## src/rtl/drive_cmd_decoder_if.sv

```systemverilog
// rtl/drive_cmd_decoder_if.sv - command byte input, servo/motor outputs and status byte stream of the drive decoder
interface drive_cmd_if #(
    parameter int ANGLE_W = 8
);
    logic               rx_finish;
    logic               rx_error;
    logic [7:0]         rx_data;
    logic [ANGLE_W-1:0] angle;
    logic [1:0]         direction;
    logic               cmd_strobe;
    logic               wdt_trip;
    logic               ack_valid;
    logic               ack_ready;
    logic [7:0]         ack_data;

    modport master (
        output rx_finish, rx_error, rx_data, ack_ready,
        input  angle, direction, cmd_strobe, wdt_trip, ack_valid, ack_data
    );

    modport slave (
        input  rx_finish, rx_error, rx_data, ack_ready,
        output angle, direction, cmd_strobe, wdt_trip, ack_valid, ack_data
    );
endinterface

```

## src/rtl/drive_cmd_decoder.sv

```systemverilog
// rtl/drive_cmd_decoder.sv - UART command decoder for servo angle and motor direction with watchdog
// Optional status byte return enabled by defining DRIVE_CMD_ACK_EN.
module drive_cmd_decoder #(
    parameter int ANGLE_W       = 8,
    parameter int MIN_ANGLE     = 195,
    parameter int MAX_ANGLE     = 255,
    parameter int DEFAULT_ANGLE = 225,
    parameter int STEP          = 1,
    parameter int WDT_CYCLES    = 50_000_000,
    parameter int SYNC_STAGES   = 3
) (
    input  logic        sys_clk,
    input  logic        rst_n,
    drive_cmd_if.slave  bus
);

    localparam logic [ANGLE_W:0]   MIN_E   = (ANGLE_W+1)'(MIN_ANGLE);
    localparam logic [ANGLE_W:0]   MAX_E   = (ANGLE_W+1)'(MAX_ANGLE);
    localparam logic [ANGLE_W:0]   STEP_E  = (ANGLE_W+1)'(STEP);
    localparam logic [ANGLE_W-1:0] DEF_A   = ANGLE_W'(DEFAULT_ANGLE);
    localparam int                 WDT_W   = (WDT_CYCLES > 1) ? $clog2(WDT_CYCLES) : 1;
    localparam logic [WDT_W-1:0]   WDT_LAST = WDT_W'(WDT_CYCLES - 1);
    localparam logic [1:0]         DIR_FWD  = 2'b11;
    localparam logic [1:0]         DIR_BWD  = 2'b00;
    localparam logic [1:0]         DIR_HALT = 2'b01;

    typedef enum logic {IDLE, ABS_WAIT} state_t;

    state_t             state_q, state_d;
    logic [SYNC_STAGES-1:0] fin_sync, err_sync;
    logic               fin_last_q;
    logic [ANGLE_W-1:0] angle_q, angle_d;
    logic [1:0]         dir_q, dir_d;
    logic               strobe_q, trip_q, trip_d;
    logic [WDT_W-1:0]   wdt_q, wdt_d;
    logic               accept, saturated, absolute;
    logic               byte_event, byte_err;
    logic [ANGLE_W:0]   angle_ext, up_sum, dn_diff, abs_ext;

    assign byte_event = fin_sync[SYNC_STAGES-1] & ~fin_last_q;
    assign byte_err   = err_sync[SYNC_STAGES-1];
    assign angle_ext  = {1'b0, angle_q};
    assign up_sum     = angle_ext + STEP_E;
    assign dn_diff    = angle_ext - STEP_E;
    assign abs_ext    = {{(ANGLE_W-7){1'b0}}, bus.rx_data};

    always_ff @(posedge sys_clk or negedge rst_n) begin
        if (!rst_n) begin
            fin_sync   <= '0;
            err_sync   <= '0;
            fin_last_q <= 1'b0;
            state_q    <= IDLE;
            angle_q    <= DEF_A;
            dir_q      <= DIR_HALT;
            strobe_q   <= 1'b0;
            trip_q     <= 1'b0;
            wdt_q      <= '0;
        end else begin
            fin_sync   <= {fin_sync[SYNC_STAGES-2:0], bus.rx_finish};
            err_sync   <= {err_sync[SYNC_STAGES-2:0], bus.rx_error};
            fin_last_q <= fin_sync[SYNC_STAGES-1];
            state_q    <= state_d;
            angle_q    <= angle_d;
            dir_q      <= dir_d;
            strobe_q   <= accept;
            trip_q     <= trip_d;
            wdt_q      <= wdt_d;
        end
    end

    always_comb begin
        state_d   = state_q;
        angle_d   = angle_q;
        dir_d     = dir_q;
        accept    = 1'b0;
        saturated = 1'b0;
        absolute  = 1'b0;
        trip_d    = 1'b0;
        wdt_d     = wdt_q;

        if (byte_event) begin
            if (byte_err) begin
                state_d = IDLE;
            end else begin
                case (state_q)
                    IDLE: begin
                        case (bus.rx_data[1:0])
                            2'b00: begin
                                accept = 1'b1;
                                case (bus.rx_data[7:5])
                                    3'b011:  dir_d = DIR_FWD;
                                    3'b110:  dir_d = DIR_BWD;
                                    default: dir_d = DIR_HALT;
                                endcase
                                case (bus.rx_data[4:2])
                                    3'b011: begin
                                        if (up_sum > MAX_E) begin
                                            angle_d   = MAX_E[ANGLE_W-1:0];
                                            saturated = 1'b1;
                                        end else begin
                                            angle_d = up_sum[ANGLE_W-1:0];
                                        end
                                    end
                                    3'b110: begin
                                        // Compare before subtracting so a large STEP cannot wrap below zero.
                                        if (angle_ext < STEP_E || dn_diff < MIN_E) begin
                                            angle_d   = MIN_E[ANGLE_W-1:0];
                                            saturated = 1'b1;
                                        end else begin
                                            angle_d = dn_diff[ANGLE_W-1:0];
                                        end
                                    end
                                    3'b101:  angle_d = DEF_A;
                                    default: angle_d = angle_q;
                                endcase
                            end
                            2'b01:   state_d = ABS_WAIT;
                            default: state_d = IDLE;
                        endcase
                    end
                    ABS_WAIT: begin
                        accept   = 1'b1;
                        absolute = 1'b1;
                        state_d  = IDLE;
                        if (abs_ext < MIN_E) begin
                            angle_d   = MIN_E[ANGLE_W-1:0];
                            saturated = 1'b1;
                        end else if (abs_ext > MAX_E) begin
                            angle_d   = MAX_E[ANGLE_W-1:0];
                            saturated = 1'b1;
                        end else begin
                            angle_d = abs_ext[ANGLE_W-1:0];
                        end
                    end
                    default: state_d = IDLE;
                endcase
            end
        end

        // An accepted command outranks expiry in the same cycle.
        if (accept || dir_q == DIR_HALT || WDT_CYCLES == 0) begin
            wdt_d = '0;
        end else if (wdt_q == WDT_LAST) begin
            dir_d  = DIR_HALT;
            trip_d = 1'b1;
            wdt_d  = '0;
        end else begin
            wdt_d = wdt_q + WDT_W'(1);
        end
    end

    assign bus.angle      = angle_q;
    assign bus.direction  = dir_q;
    assign bus.cmd_strobe = strobe_q;
    assign bus.wdt_trip   = trip_q;

`ifdef DRIVE_CMD_ACK_EN
    logic       ack_valid_q;
    logic [7:0] ack_data_q;

    always_ff @(posedge sys_clk or negedge rst_n) begin
        if (!rst_n) begin
            ack_valid_q <= 1'b0;
            ack_data_q  <= 8'h00;
        end else if (accept) begin
            ack_valid_q <= 1'b1;
            ack_data_q  <= {dir_d, saturated, absolute, 4'h5};
        end else if (trip_d) begin
            ack_valid_q <= 1'b1;
            ack_data_q  <= {2'b01, 2'b00, 4'hE};
        end else if (ack_valid_q && bus.ack_ready) begin
            ack_valid_q <= 1'b0;
        end
    end

    assign bus.ack_valid = ack_valid_q;
    assign bus.ack_data  = ack_data_q;
`else
    logic ack_ready_unused;
    logic ack_flags_unused;

    assign ack_ready_unused = bus.ack_ready;
    assign ack_flags_unused = saturated ^ absolute;
    assign bus.ack_valid    = 1'b0;
    assign bus.ack_data     = 8'h00;
`endif

endmodule

```

## src/flat_wrapper.sv

```systemverilog
// flat-port wrapper written by rule: the top's interface ports become plain ports
module drive_cmd_decoder_flat 
#(
    parameter int ANGLE_W       = 8,
    parameter int MIN_ANGLE     = 195,
    parameter int MAX_ANGLE     = 255,
    parameter int DEFAULT_ANGLE = 225,
    parameter int STEP          = 1,
    parameter int WDT_CYCLES    = 50_000_000,
    parameter int SYNC_STAGES   = 3
)
  (sys_clk, rst_n, bus_rx_finish, bus_rx_error, bus_rx_data, bus_ack_ready, bus_angle, bus_direction, bus_cmd_strobe, bus_wdt_trip, bus_ack_valid, bus_ack_data);
  drive_cmd_if #(.ANGLE_W(ANGLE_W)) bus_i ();
  input  logic sys_clk;
  input  logic rst_n;
  input wire logic [$bits(bus_i.rx_finish)-1:0] bus_rx_finish;
  input wire logic [$bits(bus_i.rx_error)-1:0] bus_rx_error;
  input wire logic [$bits(bus_i.rx_data)-1:0] bus_rx_data;
  input wire logic [$bits(bus_i.ack_ready)-1:0] bus_ack_ready;
  output wire logic [$bits(bus_i.angle)-1:0] bus_angle;
  output wire logic [$bits(bus_i.direction)-1:0] bus_direction;
  output wire logic [$bits(bus_i.cmd_strobe)-1:0] bus_cmd_strobe;
  output wire logic [$bits(bus_i.wdt_trip)-1:0] bus_wdt_trip;
  output wire logic [$bits(bus_i.ack_valid)-1:0] bus_ack_valid;
  output wire logic [$bits(bus_i.ack_data)-1:0] bus_ack_data;
  assign bus_i.rx_finish = bus_rx_finish;
  assign bus_i.rx_error = bus_rx_error;
  assign bus_i.rx_data = bus_rx_data;
  assign bus_i.ack_ready = bus_ack_ready;
  assign bus_angle = bus_i.angle;
  assign bus_direction = bus_i.direction;
  assign bus_cmd_strobe = bus_i.cmd_strobe;
  assign bus_wdt_trip = bus_i.wdt_trip;
  assign bus_ack_valid = bus_i.ack_valid;
  assign bus_ack_data = bus_i.ack_data;
  drive_cmd_decoder #(.ANGLE_W(ANGLE_W), .MIN_ANGLE(MIN_ANGLE), .MAX_ANGLE(MAX_ANGLE), .DEFAULT_ANGLE(DEFAULT_ANGLE), .STEP(STEP), .WDT_CYCLES(WDT_CYCLES), .SYNC_STAGES(SYNC_STAGES)) u_core (.sys_clk(sys_clk), .rst_n(rst_n), .bus(bus_i));
endmodule
```

## config.mk

```make
export PLATFORM = sky130hd
export DESIGN_NAME = drive_cmd_decoder_flat
export DESIGN_NICKNAME = d
export VERILOG_FILES = /design/src/rtl/drive_cmd_decoder_if.sv /design/src/rtl/drive_cmd_decoder.sv /design/src/flat_wrapper.sv
export SDC_FILE = /design/constraint.sdc
export NUM_CORES = 1
export LEC_CHECK = 0
export ABC_AREA = 0
export CORE_ASPECT_RATIO = 0.6
export CORE_MARGIN = 1.5
export CORE_UTILIZATION = 40
export DETAILED_ROUTE_END_ITERATION = 6
export RECOVER_POWER = 25
export SYNTH_ARGS = -nofsm -noshare
export SYNTH_HDL_FRONTEND = slang
export SYNTH_SLANG_ARGS = --single-unit
export TNS_END_PERCENT = 100
```

## constraint.sdc

```tcl
create_clock -name sys_clk -period 2.6 [get_ports sys_clk]
set_input_delay 0.52 -clock sys_clk [delete_from_list [all_inputs] [get_ports sys_clk]]
set_output_delay 0.52 -clock sys_clk [all_outputs]
set_load 0.01 [all_outputs]
```

Word-level counts from Yosys, hierarchy flattened
Cells that the tools add are included.
{"block": "classes", "n_addsub": 3, "multipliers": 0, "div": 0, "n_lt_le_gt_ge": 5, "n_eq_ne": 10, "n_shift": 0, "n_mux": 25, "bitwise": 4, "reduce_logical": 4}
{"cell": "$mux 26", "n": 2}
{"cell": "$mux 8", "n": 5}
{"cell": "$add 26x1->26 const B", "n": 1}
{"cell": "$eq 26x26->1 const B", "n": 1}
{"cell": "$pmux 8 s3", "n": 1}
{"cell": "$pmux 8 s2", "n": 1}
{"cell": "$mux 2", "n": 6}
{"cell": "$add 8x1->9 const B", "n": 1}
{"cell": "$eq 3x3->1 const B", "n": 3}
{"cell": "$gt 9x8->1 const B", "n": 1}
{"cell": "$lt 9x8->1 const B", "n": 1}
{"cell": "$sub 8x1->9 const B", "n": 1}
{"cell": "$gt 8x8->1 const B", "n": 1}
{"cell": "$lt 8x1->1 const B", "n": 1}
{"cell": "$lt 8x8->1 const B", "n": 1}
{"cell": "$mux 1", "n": 7}
{"cell": "$eq 3x2->1 const B", "n": 2}
{"cell": "$eq 2x1->1 const B", "n": 2}
{"cell": "$ne 4x4->1 const B", "n": 1}
{"cell": "$pmux 1 s2", "n": 2}
{"cell": "$pmux 2 s2", "n": 1}
{"cell": "$reduce_and 4->1", "n": 1}
{"cell": "$not 1->1", "n": 3}
{"cell": "$logic_not 2->1", "n": 1}
{"cell": "other kinds (3)", "n": 4}
{"block": "word_totals", "regBits": 46, "latch_bits": 0, "ramBits": 0, "mem_bits_ro": 0, "input_bits": 13, "wordCells": 60, "mem_count": 0}

Longest topological paths before layout
Gate-level depths: netlist of the first run.
{"block": "depth", "ltp_word": 8, "ltp_mapped": 8, "ltp_nobuf": 7}

Worst setup path before layout of the first run
OpenSTA, ideal clock, no wires.
{"block": "synth_path", "path_kind": "reg-to-reg", "startpoint": "reg u_core.angle_q[0], in the netlist u_core.bus.angle[0]", "endpoint": "reg u_core.angle_q[1], in the netlist u_core.bus.angle[1]", "setup_time_ns": 0.131, "arrival_ns": 2.072, "required_time_ns": 2.469, "setup_slack_ns": 0.398, "path_stages_with_launch": 8, "path_buffers": 0, "period_less_slack_ns": 2.202, "cell_sequence": "dfstp_2 -> inv_1 -> ha_1 -> a211oi_1 -> a211oi_1 -> o31ai_2 -> and4_4 -> o32ai_2"}
{"block": "synth_via", "elab_chain_len": 7}
{"element": "start, declared", "line": "drive_cmd_decoder.sv:32", "source": "logic [ANGLE_W-1:0] angle_q, angle_d;"}
{"element": "start signal, assigned", "line": "drive_cmd_decoder.sv:63", "source": "angle_q <= angle_d;"}
{"element": "$sub 8x1->9", "line": "drive_cmd_decoder.sv:44", "source": "assign dn_diff = angle_ext - STEP_E;"}
{"element": "$lt 9x8->1", "line": "drive_cmd_decoder.sv:106", "source": "if (angle_ext < STEP_E || dn_diff < MIN_E) begin"}
{"element": "$logic_or 1x1->1", "line": "drive_cmd_decoder.sv:106"}
{"element": "$mux 8", "line": "drive_cmd_decoder.sv:106"}
{"element": "$pmux 8 s3 (*)", "line": "drive_cmd_decoder.sv:95", "source": "case (bus.rx_data[4:2])"}
{"element": "$mux 8 (*)", "line": "drive_cmd_decoder.sv:87", "source": "case (bus.rx_data[1:0])"}
{"element": "$pmux 8 s2 (*)", "line": "drive_cmd_decoder.sv:85", "source": "case (state_q)"}
Mark *: on every way between the ends. The rest lies on a longest branch, timed or not. The select of a mux whose other input is x is not followed.
A chain may end at the register's enable or synchronous reset.

Worst setup path in the final report of the first run
Ends and elaborated chain as after synthesis.

==> results of run 1 <==
power by group through the flow:
stage / Sequential, W / Combinational (W) / Clock, W
3_5_place_dp: 0.000964 / 0.000691 / 0
5_1_grt: 0.000970 / 0.000764 / 0.000781
6_report: 0.000952 / 0.000696 / 0.000734
3_3_place_gp: 0.000964 / 0.000685 / 0
2_1_floorplan: 0.000916 / 0.000465 / 0
4_1_cts: 0.000951 / 0.000694 / 0.000748
metrics by stage:
stage	instances	power [W]	instance area, µm²
after detailed placement	401	0.00165	3020
after global placement	401	0.00165	3020
after CTS	409	0.00239	3190
after global routing	409	0.00252	3190
after floorplan	304	0.00138	2750
final	409	0.00238	3190
cells in the final DEF (no fill, tap or decap), types with 8 or more instances in the layout:
| master | synthesis | layout |
|---|---|---|
| clkdlybuf4s50_1 | 0 | 22 |
| nand4_1 | 11 | 11 |
| a21oi_1 | 12 | 12 |
| xor2_1 | 19 | 19 |
| dfrtp_1 | 41 | 41 |
| inv_1 | 9 | 9 |
| xnor2_1 | 8 | 8 |
| nand2_1 | 25 | 25 |
| conb_1 | 1 | 9 |
| buf_4 | 13 | 9 |
| nor2_1 | 36 | 36 |
| nand3_1 | 17 | 17 |
critical path, delay by kind of cell (launching register included):
kind | cells | cell delay [ns]
compound gates | 4 | 0.85
simple gates | 1 | 0.19
fa+ha+maj | 1 | 0.38
buf+inv | 2 | 0.27
flops | 1 | 0.62
sequential cells by signal, indices dropped and copies added (netlist names):
name                   cells
u_core.fin_sync            3
u_core.wdt_q              26
u_core.bus.direction       2
u_core.err_sync            3
u_core.state_q             1
u_core.bus.angle           8
u_core.bus.wdt_trip        1
u_core.fin_last_q          1
u_core.bus.cmd_strobe      1
layout make-up:
type / instances / share of cell area
clock buffer: 7 / 0.0447
clock inverter: 1 / 0.00942
sequential: 46 / 0.363
inverter: 9 / 0.0106
tap: 87 / 0.0341
timing repair buffer: 33 / 0.0926
multi-input combinational: 226 / 0.445
worst paths after layout:
kind                                        to  slack (ns)  cells after the start
max                        u_core.bus.angle[1]        0.19                      8
min                        u_core.bus.wdt_trip        0.19                      1
max reg2reg                u_core.bus.angle[1]        0.19                      8
min reg2reg                 u_core.err_sync[1]        0.35                      0
max in group asynchronous     u_core.wdt_q[18]        1.34                      2
min in group sys_clk        u_core.err_sync[1]        0.35                      0
metal layers:
metal	wire length, µm	part of all wire
met1	3360	0.54
met2	2330	0.38
met3	459	0.074
met4	53	0.0085
met5	0	0
logic make-up (layout without fill, tap and decap cells):
group,count (synthesis),count (layout),synth area share
AND/OR/NAND/NOR,134,134,0.269
adder cells (fa/ha/maj),3,3,0.0138
other,1,9,0.00138
flip-flops,46,46,0.425
XOR/XNOR,27,27,0.0869
multiplexers,2,2,0.00735
AO/OA/AOI/OAI,51,51,0.132
buffers and inverters,32,50,0.0643
==> flow_summary_export.csv, run 1 <==
group,metric,value,unit
outcome,outcome,"completed",
global_route,grt_pass1_wl,10.2,mm
floorplan,fp.dieW,110,µm
floorplan,initial_core_util,0.411,
setup_path,endpoint_kind,"register",
power,power_density,747,nW/µm²
setup_path,crit_required,2.78,ns
floorplan,core_area,6620,µm²
timing,timing.hold.ws,0.195,ns
clock_network,cts_hold_buffers,0,
timing,hold_violations,0,
synthesis,ys.flop_type,"dfrtp_1",
synthesis,syn_area,2720,µm²
global_route,gr-usage-met3,0.0489,
synthesis,yosysTopAreaCell,"dfrtp_1",
power,p_switching,0.000784,W
global_route,grtUsageMet1,0.309,
routing,post_drt_via_cell_ratio,5.39,
floorplan,die-area,7330,µm²
cells_and_area,seq_area,1160,µm²
setup_path,critPathMaxStageDelay,0.62,ns
power,clkPwrFrac,0.308,
hold_path,hold_class,"in2async",
synthesis,yosysSeqAreaShare,0.425,
timing,clock_skew,0.00811,ns
setup_path,crit_path_start,"u_core.bus.angle[0]",
clock_network,cts_sinks,46,
timing,grt_setup_unrepaired,"no",
global_route,antenna_found_initial,0,
power,swShare,0.329,
power,p_comb_frac,0.292,
clock_network,clockBufferDepth,2,
timing,fmax,416,MHz
timing,worst_pin_slew,0.770,ns
routing,drt-pass1-iter-count,5,
clock_network,cts_tree,"built",
clock_network,ctsHtreeMaxLevel,2,
setup_path,reg2reg_from,"u_core.bus.angle[0]",
setup_path,critPathMaxFanout,10,
power,seqPwrFrac,0.400,
synthesis,synth_cell_types,54,
setup_path,startpoint_type,"register",
power,p_leak,1.35,nW
cells_and_area,insertedDiodeCount,0,
global_route,grt_max_degree,26,
setup_path,cp.arrival,2.59,ns
placement,place.gp.congestion,0.910,
synthesis,async_reset_ff_frac,1.00,
synthesis,synth_area_leaders,"dfrtp_1 (38%), xor2_1 (6.1%), nor2_1 (5.0%), dfstp_2 (4.8%), buf_4 (3.6%)",
clock_network,cts_setup_buffers,0,
global_route,groute.usage.overall,0.186,
setup_path,cp_slowest_cell,"dfstp_2",
placement,portBuffers,23,
timing,period_share,0.926,
floorplan,num_io_pins,34,
routing,drtAntennaViolNets,0,
routing,dr.first_iter.drc_count,186,
setup_path,path_class,"reg2reg",
global_route,top_usage_layer,"met1",
cells_and_area,drive_gt1_frac,0.0994,
routing,vias,2203,
clock_network,cts_buffers,5,
cells_and_area,syn_to_final_growth,17.1,%
routing,post_drt_wl_per_cell,15.2,µm
timing,slew_violations,0,
floorplan,num_rows,23,
floorplan,die_y,66.9,µm
synthesis,synth.top_cell.area_share,0.377,
synthesis,avgSynthCellArea,9.20,µm²
timing,layout_setup_ws,0.193,ns
cells_and_area,fill_cells,638,
synthesis,yosys_register_bits,46,
clock_network,clk_latency,0.28,ns
synthesis,netlist_instances,296,
global_route,gr-usage-met2,0.220,
placement,dpl.hpwl,4.55,mm
synthesis,yosysMostFrequentCell,"dfrtp_1",
cells_and_area,multiInputGateArea,1420,µm²
synthesis,ys_warn_count,0,
routing,routed_wl,6.20,mm
clock_network,root_buffer,"clkbuf_16",
timing,setup_viol,0,
routing,drc,0,
synthesis,synthTopCellsByCount,"dfrtp_1 (41), nor2_1 (36), nand2_1 (25)",
clock_network,clk_pin_slew,0.06,ns
global_route,grt_overflow,0,
global_route,grt_pass1_vias,1886,
setup_path,path_cells,"inv_1 > ha_1 > o21ai_0 > a211oi_1 > o31ai_2 > buf_4 > and4_4 > o32ai_2",
cells_and_area,nets,337,
timing,final.min_clock_period,2.41,ns
power,p_int,0.00160,W
placement,preCtsSetupSlack,0.173,ns
synthesis,synth_edf_count,0,
run,maxCapViolations,0,
cells_and_area,post-route-util,0.482,
timing,fin_tns_setup,0,ns
clock_network,cts-resized-gates,0,
power,ir_drop,0.301,mV
timing,maxSlewHeadroom,0.487,
Power figures use the tool's default switching activity.
==> run 2, diff against run 1 <==
CORE_MARGIN = 2   (was 1.5)
==> run 2 against run 1 <==
  * Wire length decreased by 2.8%
  * Clock power decreased by 18%
  * Worst hold slack improved by 0.15 ns
  * Die area increased by 2.4%
  * Combinational power decreased by 2%
  * Critical endpoint unchanged
  * Largest cell class unchanged
  * Largest power group unchanged
==> flow_summary_export.csv, run 2 (synthesis gave the netlist of run 1 again) <==
group,metric,value,unit
outcome,outcome,"completed",
timing,hold_violations,0,
global_route,grt_pass1_vias,1828,
hold_path,min_to,"u_core.err_sync[1]",
floorplan,die-area,7500,µm²
setup_path,r2r-end,"u_core.bus.angle[1]",
routing,drc,0,
global_route,grt_max_degree,47,
cells_and_area,seq_area,1160,µm²
clock_network,clk_pin_slew,0.06,ns
setup_path,cp.arrival,2.46,ns
run,maxCapViolations,0,
setup_path,path_cells,"inv_1 > ha_1 > o21ai_0 > a211oi_1 > o31ai_2 > buf_4 > and4_4 > o32ai_2",
setup_path,ff2ff_path_depth,8,
floorplan,num_rows,23,
clock_network,cts_setup_buffers,0,
floorplan,num_io_pins,34,
timing,setup_viol,0,
hold_path,hold_depth,0,
clock_network,cts_buffers,5,
cells_and_area,top_register,"u_core.wdt_q",
cells_and_area,multiInputGateArea,1420,µm²
timing,worst_pin_slew,1.12,ns
setup_path,endpoint_kind,"register",
setup_path,crit_required,2.78,ns
power,power_density,711,nW/µm²
clock_network,root_buffer,"clkbuf_16",
floorplan,fp.dieW,111,µm
routing,vias,2164,
clock_network,ctsHtreeMaxLevel,2,
floorplan,die_y,67.9,µm
routing,dr.first_iter.drc_count,119,
cells_and_area,fin_cells,406,
setup_path,critPathMaxFanout,10,
clock_network,cts_hold_buffers,0,
setup_path,crit_family,"compound AO/OA/AOI/OAI gates",
placement,place.gp.congestion,0.872,
clock_network,cts_sinks,46,
cells_and_area,largest_reg_flops,26,
timing,fin_tns_setup,0,ns
power,ir_drop,0.282,mV
routing,routed_wl,6.03,mm
floorplan,core_area,6620,µm²
setup_path,path_class,"reg2reg",
setup_path,crit_cells,8,
timing,final.min_clock_period,2.28,ns
setup_path,critPathMaxStageDelay,0.61,ns
cells_and_area,post-route-util,0.474,
setup_path,cp_num_buf_inv,2,
placement,dpl.hpwl,4.42,mm
timing,timing.hold.ws,0.346,ns
cells_and_area,drive_gt1_frac,0.0972,
setup_path,cp_slowest_cell,"dfstp_2",
routing,post_drt_wl_per_cell,14.8,µm
global_route,grt_overflow,0,
cells_and_area,nets,334,
cells_and_area,syn_to_final_growth,15.1,%
placement,placed_cells,398,
timing,fmax,439,MHz
timing,period_share,0.876,
global_route,grt_pass1_wl,9.70,mm
clock_network,cts-resized-gates,0,
cells_and_area,insertedDiodeCount,0,
floorplan,initial_core_util,0.411,
cells_and_area,layout_commonest_cell,"dfrtp_1",
cells_and_area,final_cell_mix,"dfrtp_1 (41), nor2_1 (36), nand2_1 (25), clkdlybuf4s50_1 (20), xor2_1 (19)",
clock_network,clk_latency,0.28,ns
timing,slew_violations,0,
routing,post_drt_via_cell_ratio,5.33,
hold_path,min_from,"u_core.err_sync[0]",
setup_path,crit_path_start,"u_core.bus.angle[0]",
clock_network,clockBufferDepth,2,
setup_path,reg2reg_from,"u_core.bus.angle[0]",
routing,drtAntennaViolNets,0,
placement,portBuffers,23,
timing,maxSlewHeadroom,0.253,
hold_path,hold_class,"reg2reg",
cells_and_area,fin_area,3130,µm²
global_route,groute.usage.overall,0.164,
global_route,antenna_found_initial,0,
power,p_leak,1.32,nW
placement,post_dp_cell_area,3000,µm²
routing,drt-pass1-iter-count,4,
clock_network,cts_tree,"built",
timing,grt_setup_unrepaired,"no",
timing,clock_skew,0.00649,ns
setup_path,rrSetupSlack,0.32,ns
setup_path,startpoint_type,"register",
cells_and_area,fill_cells,618,
[run 2: cell count changes in the layout (fill, tap and decap cells not counted), moves of 2 or more]
cell             previous run  this run
buf_4                       9         6
clkbuf_1                    3         1
clkdlybuf4s50_1            22        20
clkinv_2                    0         2
dlygate4sd3_1               0         2
[run 2: layout make-up]
type | instances | area share
clock buffers | 6 | 0.0411
well taps | 87 | 0.0347
flip-flops and latches | 46 | 0.369
clock inverters | 2 | 0.00319
repair buffers | 30 | 0.0878
multi-input cells | 226 | 0.453
inverters | 9 | 0.0108
[run 2: worst reg2reg max path, stage by stage (launching register included)]
cell      delay [ns]
dfstp_2         0.61
inv_1           0.08
ha_1            0.36
o21ai_0         0.09
a211oi_1        0.35
o31ai_2         0.09
buf_4           0.18
and4_4          0.19
o32ai_2         0.24
[run 2: how the worst max path moves through the flow]
| stage | to | slack [ns] |
|---|---|---|
| floorplan | u_core.bus.angle[1] | 0.40 |
| global route | u_core.bus.angle[3] | 0.08 |
| CTS | u_core.bus.angle[1] | 0.32 |
| finish | u_core.bus.angle[1] | 0.32 |
| global placement | u_core.bus.angle[1] | 0.21 |
| detailed placement | u_core.bus.angle[1] | 0.18 |
[run 2: stage by stage]
| step | worst slack (ns) | power [W] |
|---|---|---|
| final | 0.321 | 0.00223 |
| after floorplan | 0.398 | 0.00138 |
| after global routing | 0.0764 | 0.00237 |
| after CTS | 0.317 | 0.00224 |
| after detailed placement | 0.179 | 0.00164 |
| after global placement | 0.205 | 0.00163 |
[run 2: power breakdown]
group          total [W]  internal (W)  switching [W]  leakage (nW)
logic           0.000680      0.000307       0.000373         0.652
registers       0.000951      0.000807       0.000144         0.601
clock network   0.000599      0.000353       0.000246        0.0706
[run 2: metal layers]
layer,track usage,vias up,part of all wire
met5,0,-,0
met4,0.0375,0,0.0045
met3,0.0337,2,0.072
met2,0.196,72,0.36
met1,0.280,1010,0.56
li1,-,1080,-
